### src/rtl/popcount_frame_stats.sv
// popcount_frame_stats
//   Groups a stream of 5-bit popcount values into frames of FRAME_LEN words
//   and reports, per frame, the sum, minimum and maximum count, a threshold
//   flag and an input-range error flag.
//
// Parameters
//   FRAME_LEN  words per frame (1..255)
//   THRESH     over_thresh asserts when the frame sum is strictly above this (0..4080)
//
// Ports
//   clk          clock, rising edge
//   reset_n      asynchronous active-low reset
//   cnt_in       popcount value (legal 0..16; larger values are clamped to 16)
//   cnt_valid    cnt_in valid
//   cnt_ready    block accepts cnt_in (registered, 1 only in ACCUM)
//   frame_abort  discards the frame in progress (ignored while a result is held)
//   stat_valid   frame result valid
//   stat_ready   downstream accepts the result
//   sum_out      frame sum
//   min_out      smallest count in the frame
//   max_out      largest count in the frame
//   over_thresh  sum_out > THRESH
//   in_err       some word of the frame had cnt_in > 16
//   state_dbg    current FSM state (0 = ACCUM, 1 = HOLD)
//
// Handshakes: a transfer happens on a rising edge where valid and ready are
// both high. A producer holds valid and data stable until the transfer; ready
// never depends combinationally on the partner's valid.

module popcount_frame_stats #(
   parameter int FRAME_LEN = 8,
   parameter int THRESH    = 64
) (
   input  logic        clk,
   input  logic        reset_n,
   input  logic [4:0]  cnt_in,
   input  logic        cnt_valid,
   output logic        cnt_ready,
   input  logic        frame_abort,
   output logic        stat_valid,
   input  logic        stat_ready,
   output logic [11:0] sum_out,
   output logic [4:0]  min_out,
   output logic [4:0]  max_out,
   output logic        over_thresh,
   output logic        in_err,
   output logic        state_dbg
);

   typedef enum logic {
      ACCUM = 1'b0,
      HOLD  = 1'b1
   } state_t;

   localparam logic [7:0]  LAST_IDX = 8'(FRAME_LEN - 1);
   localparam logic [11:0] THRESH_W = 12'(THRESH);
   localparam logic [4:0]  CNT_MAX  = 5'd16;

   state_t      state_q, state_d;

   // Running frame state
   logic [11:0] acc_q, acc_d;
   logic [4:0]  run_min_q, run_min_d;
   logic [4:0]  run_max_q, run_max_d;
   logic [7:0]  idx_q, idx_d;
   logic        err_q, err_d;

   // Output registers
   logic        ready_q, ready_d;
   logic        stat_valid_q, stat_valid_d;
   logic [11:0] sum_q, sum_d;
   logic [4:0]  min_q, min_d;
   logic [4:0]  max_q, max_d;
   logic        over_q, over_d;
   logic        in_err_q, in_err_d;

   // Word datapath
   logic        accept;
   logic        word_bad;
   logic [4:0]  word_clamped;
   logic [11:0] new_sum;
   logic [4:0]  new_min;
   logic [4:0]  new_max;
   logic        new_err;

   assign word_bad     = (cnt_in > CNT_MAX);
   assign word_clamped = word_bad ? CNT_MAX : cnt_in;
   assign new_sum      = acc_q + {7'd0, word_clamped};
   assign new_min      = (word_clamped < run_min_q) ? word_clamped : run_min_q;
   assign new_max      = (word_clamped > run_max_q) ? word_clamped : run_max_q;
   assign new_err      = err_q | word_bad;

   // ready_q is high exactly when the FSM is in ACCUM (and out of reset),
   // so it is a safe stand-in for the state in the accept term.
   assign accept = cnt_valid && ready_q;

   always_comb begin
      state_d      = state_q;
      acc_d        = acc_q;
      run_min_d    = run_min_q;
      run_max_d    = run_max_q;
      idx_d        = idx_q;
      err_d        = err_q;
      stat_valid_d = stat_valid_q;
      sum_d        = sum_q;
      min_d        = min_q;
      max_d        = max_q;
      over_d       = over_q;
      in_err_d     = in_err_q;

      unique case (state_q)
         ACCUM: begin
            if (frame_abort) begin
               // Abort wins over a coincident accept, even on the last word.
               acc_d     = 12'd0;
               run_min_d = CNT_MAX;
               run_max_d = 5'd0;
               idx_d     = 8'd0;
               err_d     = 1'b0;
            end else if (accept) begin
               if (idx_q == LAST_IDX) begin
                  sum_d        = new_sum;
                  min_d        = new_min;
                  max_d        = new_max;
                  over_d       = (new_sum > THRESH_W);
                  in_err_d     = new_err;
                  stat_valid_d = 1'b1;
                  state_d      = HOLD;
                  acc_d        = 12'd0;
                  run_min_d    = CNT_MAX;
                  run_max_d    = 5'd0;
                  idx_d        = 8'd0;
                  err_d        = 1'b0;
               end else begin
                  acc_d     = new_sum;
                  run_min_d = new_min;
                  run_max_d = new_max;
                  idx_d     = idx_q + 8'd1;
                  err_d     = new_err;
               end
            end
         end
         HOLD: begin
            if (stat_valid_q && stat_ready) begin
               stat_valid_d = 1'b0;
               state_d      = ACCUM;
            end
         end
         default: state_d = ACCUM;
      endcase

      ready_d = (state_d == ACCUM);
   end

   always_ff @(posedge clk or negedge reset_n) begin
      if (!reset_n) begin
         state_q      <= ACCUM;
         acc_q        <= 12'd0;
         run_min_q    <= CNT_MAX;
         run_max_q    <= 5'd0;
         idx_q        <= 8'd0;
         err_q        <= 1'b0;
         ready_q      <= 1'b0;
         stat_valid_q <= 1'b0;
         sum_q        <= 12'd0;
         min_q        <= 5'd0;
         max_q        <= 5'd0;
         over_q       <= 1'b0;
         in_err_q     <= 1'b0;
      end else begin
         state_q      <= state_d;
         acc_q        <= acc_d;
         run_min_q    <= run_min_d;
         run_max_q    <= run_max_d;
         idx_q        <= idx_d;
         err_q        <= err_d;
         ready_q      <= ready_d;
         stat_valid_q <= stat_valid_d;
         sum_q        <= sum_d;
         min_q        <= min_d;
         max_q        <= max_d;
         over_q       <= over_d;
         in_err_q     <= in_err_d;
      end
   end

   assign cnt_ready   = ready_q;
   assign stat_valid  = stat_valid_q;
   assign sum_out     = sum_q;
   assign min_out     = min_q;
   assign max_out     = max_q;
   assign over_thresh = over_q;
   assign in_err      = in_err_q;
   assign state_dbg   = state_q;

endmodule

### config.mk
export PLATFORM = sky130hd
export DESIGN_NAME = popcount_frame_stats
export DESIGN_NICKNAME = d
export VERILOG_FILES = /design/src/rtl/popcount_frame_stats.sv
export SDC_FILE = /design/constraint.sdc
export NUM_CORES = 1
export LEC_CHECK = 0
export ABC_AREA = 1
export BUFFER_PORTS_ARGS = -buffer_cell sky130_fd_sc_hd__buf_2
export CAP_MARGIN = 20
export CORE_ASPECT_RATIO = 1.4
export CORE_MARGIN = 4
export CORE_UTILIZATION = 53
export DETAILED_ROUTE_END_ITERATION = 12
export PLACE_DENSITY = 0.76
export SYNTH_ARGS = -nofsm -noshare
export SYNTH_HDL_FRONTEND = slang
export SYNTH_SLANG_ARGS = --single-unit
### constraint.sdc
create_clock -name clk -period 1.7 [get_ports clk]
set_clock_uncertainty 0.05 [all_clocks]
set_input_delay 0.085 -clock clk [delete_from_list [all_inputs] [get_ports clk]]
set_output_delay 0.085 -clock clk [all_outputs]
set_load 0.05 [all_outputs]
==> results.json <==
{
  "cts_tree": "built",
  "p_leak_nw": 2.60,
  "antennaDiodeCount": 0,
  "cpPeakStageDelay_ns": 0.38,
  "start_util": 0.553,
  "maxCapViolCount": 0,
  "crit_fanout": 4,
  "synth_top_cell_by_area": "dfrtp_1",
  "grt_pass1_wl_um": 15100,
  "io_buffer_count": 36,
  "final_cells": 609,
  "syn_nets": 453,
  "finalCritPeriodShare": 1.21,
  "status": "finished, violations left",
  "path_cells": "ha_2, fa_2, nand2_1, nand2_1, nor2_1, nand3_1, nor2_1, nand2_1, nand2_1, nand2_1, o21bai_1, nand2_1",
  "dieArea_um2": 7550,
  "seq_area_frac_synth": 0.442,
  "drv_slew": 0,
  "crit_family": "simple AND/OR/NAND/NOR gates",
  "synthTopCellsByArea": "dfrtp_1, nand2_1, nand3_1, ha_1, inv_1",
  "io_pins": 37,
  "via_per_inst": 6.19,
  "routed_wl_um": 12900,
  "clock-sinks": 58,
  "critPathMostFrequentCell": "nand2_1",
  "grt_overflow": 0,
  "critPathSlowestCell": "dfrtp_1",
  "async_reset_ff_frac": 1.00,
  "avgRoutedWirePerCell_um": 21.3,
  "max_slew.worst_pin.slew_ns": 0.720,
  "place_ws_ns": -0.380,
  "grtUsageTotal": 0.265,
  "die_h_um": 101,
  "detail_route.first_pass.iterations": 5,
  "syn_avg_cell_area_um2": 7.70,
  "relSlewSlack": 0.520,
  "failed_checks": "setup timing",
  "grt_max_degree": 43,
  "clk_path_buf_depth": 2,
  "min_period_ns": 2.05,
  "ant_nets": 0,
  "synth_edf_count": 0,
  "setup_tns_ns": -6.10,
  "cts-root-buf": "clkbuf_8",
  "dp_cells": 566,
  "grt_antenna_before_repair": 0,
  "netlist.area_leader.share": 0.434,
  "core-area_um2": 5950,
  "crit_arrival_ns": 2.25,
  "cp.required_ns": 1.90,
  "endpoint_kind": "flop",
  "ys_ff_latch": 58,
  "drive_above_1_share": 0.508,
  "gp_congestion": 0.978,
  "clk_latency_ns": 0.37,
  "place_area_um2": 3840,
  "netlist_instances": 427,
  "critPathLaunchType": "flop",
  "final_cell_mix": "nand2_1, dfrtp_1, buf_4",
  "syn2layout_area_growth_pct": 51.4,
  "vias": 3771,
  "finalSetupViolCount": 47,
  "crit_type": "flop to flop",
  "worst-path-buf-inv": 0,
  "nets": 560,
  "synth.cell_area_um2": 3290,
  "fin_area_um2": 4980,
  "hold_path_class": "primary input to flop",
  "drc": 0,
  "final_common_cell": "nand2_1",
  "rows": 33,
  "fin_ws_ns": -0.349,
  "htree_levels": 3,
  "grt_pass1_vias": 3363,
  "drtIter0Drc": 405,
  "path_clk_slew_ns": 0.08,
  "power.density_nw_per_um2": 584,
  "yosysWarnings": 0,
  "timing.fmax_ghz": 0.488,
  "rsz0062_at_grt": "true",
  "dp_hpwl_um": 6100,
  "ys_types": 37,
  "numCtsBuffers": 9,
  "power_w": 0.00291,
  "die_w_um": 74.6,
  "hold_viol": 0,
  "peakVddDrop_mv": 0.500,
  "ys.flop_type": "dfrtp_1"
}
-- repair_timing --
action,in CTS,in global routing
gates cloned,1,4
buffers inserted,9,11
resized for setup,53,132
hold buffers,2,0
pin swaps,23,40
hold endpoints to repair,20,0
endpoints found under the setup margin,39,52
-- report_power, final --
group          leakage (nW)  total, W  switching [W]  internal, W
logic                  1.79  0.000287       0.000171     0.000116
clock network        0.0924   0.00124       0.000636     0.000607
registers             0.713   0.00138              0      0.00138
total                  2.60   0.00291       0.000807      0.00210
-- stage by stage --
stage | hold WS (ns) | util
2_1_floorplan | -0.261 | -
3_3_place_gp | -0.0131 | 0.645
3_5_place_dp | -0.0123 | 0.645
4_1_cts | 0.0921 | 0.729
5_1_grt | 0.127 | 0.837
6_report | 0.102 | 0.837
-- logic make-up (layout without fill, tap and decap cells) --
kind of cell,after synthesis,in the layout,share of synthesized area
AO/OA/AOI/OAI,59,59,0.109
adder cells (fa/ha/maj),16,16,0.0631
buffers and inverters,68,180,0.0924
flip-flops,58,58,0.442
AND/OR/NAND/NOR,226,226,0.294
-- state kept, by name, indices dropped and copies added (netlist names) --
name,flops
acc_q,12
sum_out,12
idx_q,8
max_out,5
min_out,5
run_max_q,5
run_min_q,5
cnt_ready,1
err_q,1
in_err,1
over_thresh,1
stat_valid,1
state_dbg,1
-- Yosys cell counts, types with 2 or more instances --
cell type    n
nor3_1       5
dfrtp_1     57
o21ai_0     16
nand2_2      2
o21a_1       3
clkbuf_1     2
nor2_1      21
nand3_1     46
o21ai_1      8
nor2_2       3
o21ai_2      7
inv_1       50
o22ai_1      8
buf_4        2
nand4_1      4
a21oi_1     11
nor2_4       2
ha_1        15
nand2_1    138
buf_6        5
inv_2        6
-- worst paths after layout --
path | start | to | slack, ns | cells after the start
worst max-delay path | acc_q[0] | over_thresh | -0.35 | 12
worst min-delay path | frame_abort | idx_q[5] | 0.10 | 3
worst max register to register | acc_q[0] | over_thresh | -0.35 | 12
worst min register to register | min_out[2] | min_out[2] | 0.43 | 2
max in group asynchronous | reset_n | run_min_q[4] | 0.79 | 3
min in group asynchronous | reset_n | max_out[2] | 0.16 | 2
-- layer usage --
metal | routed length [um] | track usage | vias up
li1 | - | - | 1602
met1 | 4470 | 0.278 | 1789
met2 | 6410 | 0.458 | 287
met3 | 1010 | 0.0516 | 93
met4 | 1060 | 0.195 | 0
met5 | 0 | 0 | -
-- worst reg2reg max path, delay by kind of cell (launching register included) --
family	cells	cell delay, ns
fa+ha+maj	2	0.58
simple gates	9	0.82
compound gates	1	0.14
flops	1	0.38
-- area by class of cell --
type	count	area, um^2
Clock inverter	4	26.3
Sequential cell	58	1450
Inverter	58	235
Multi-Input combinational cell	301	2170
Clock buffer	12	155
Tap cell	70	87.6
Fill cell	290	967
Timing Repair Buffer	106	856
No activity file was read; power rests on OpenSTA's default activity.
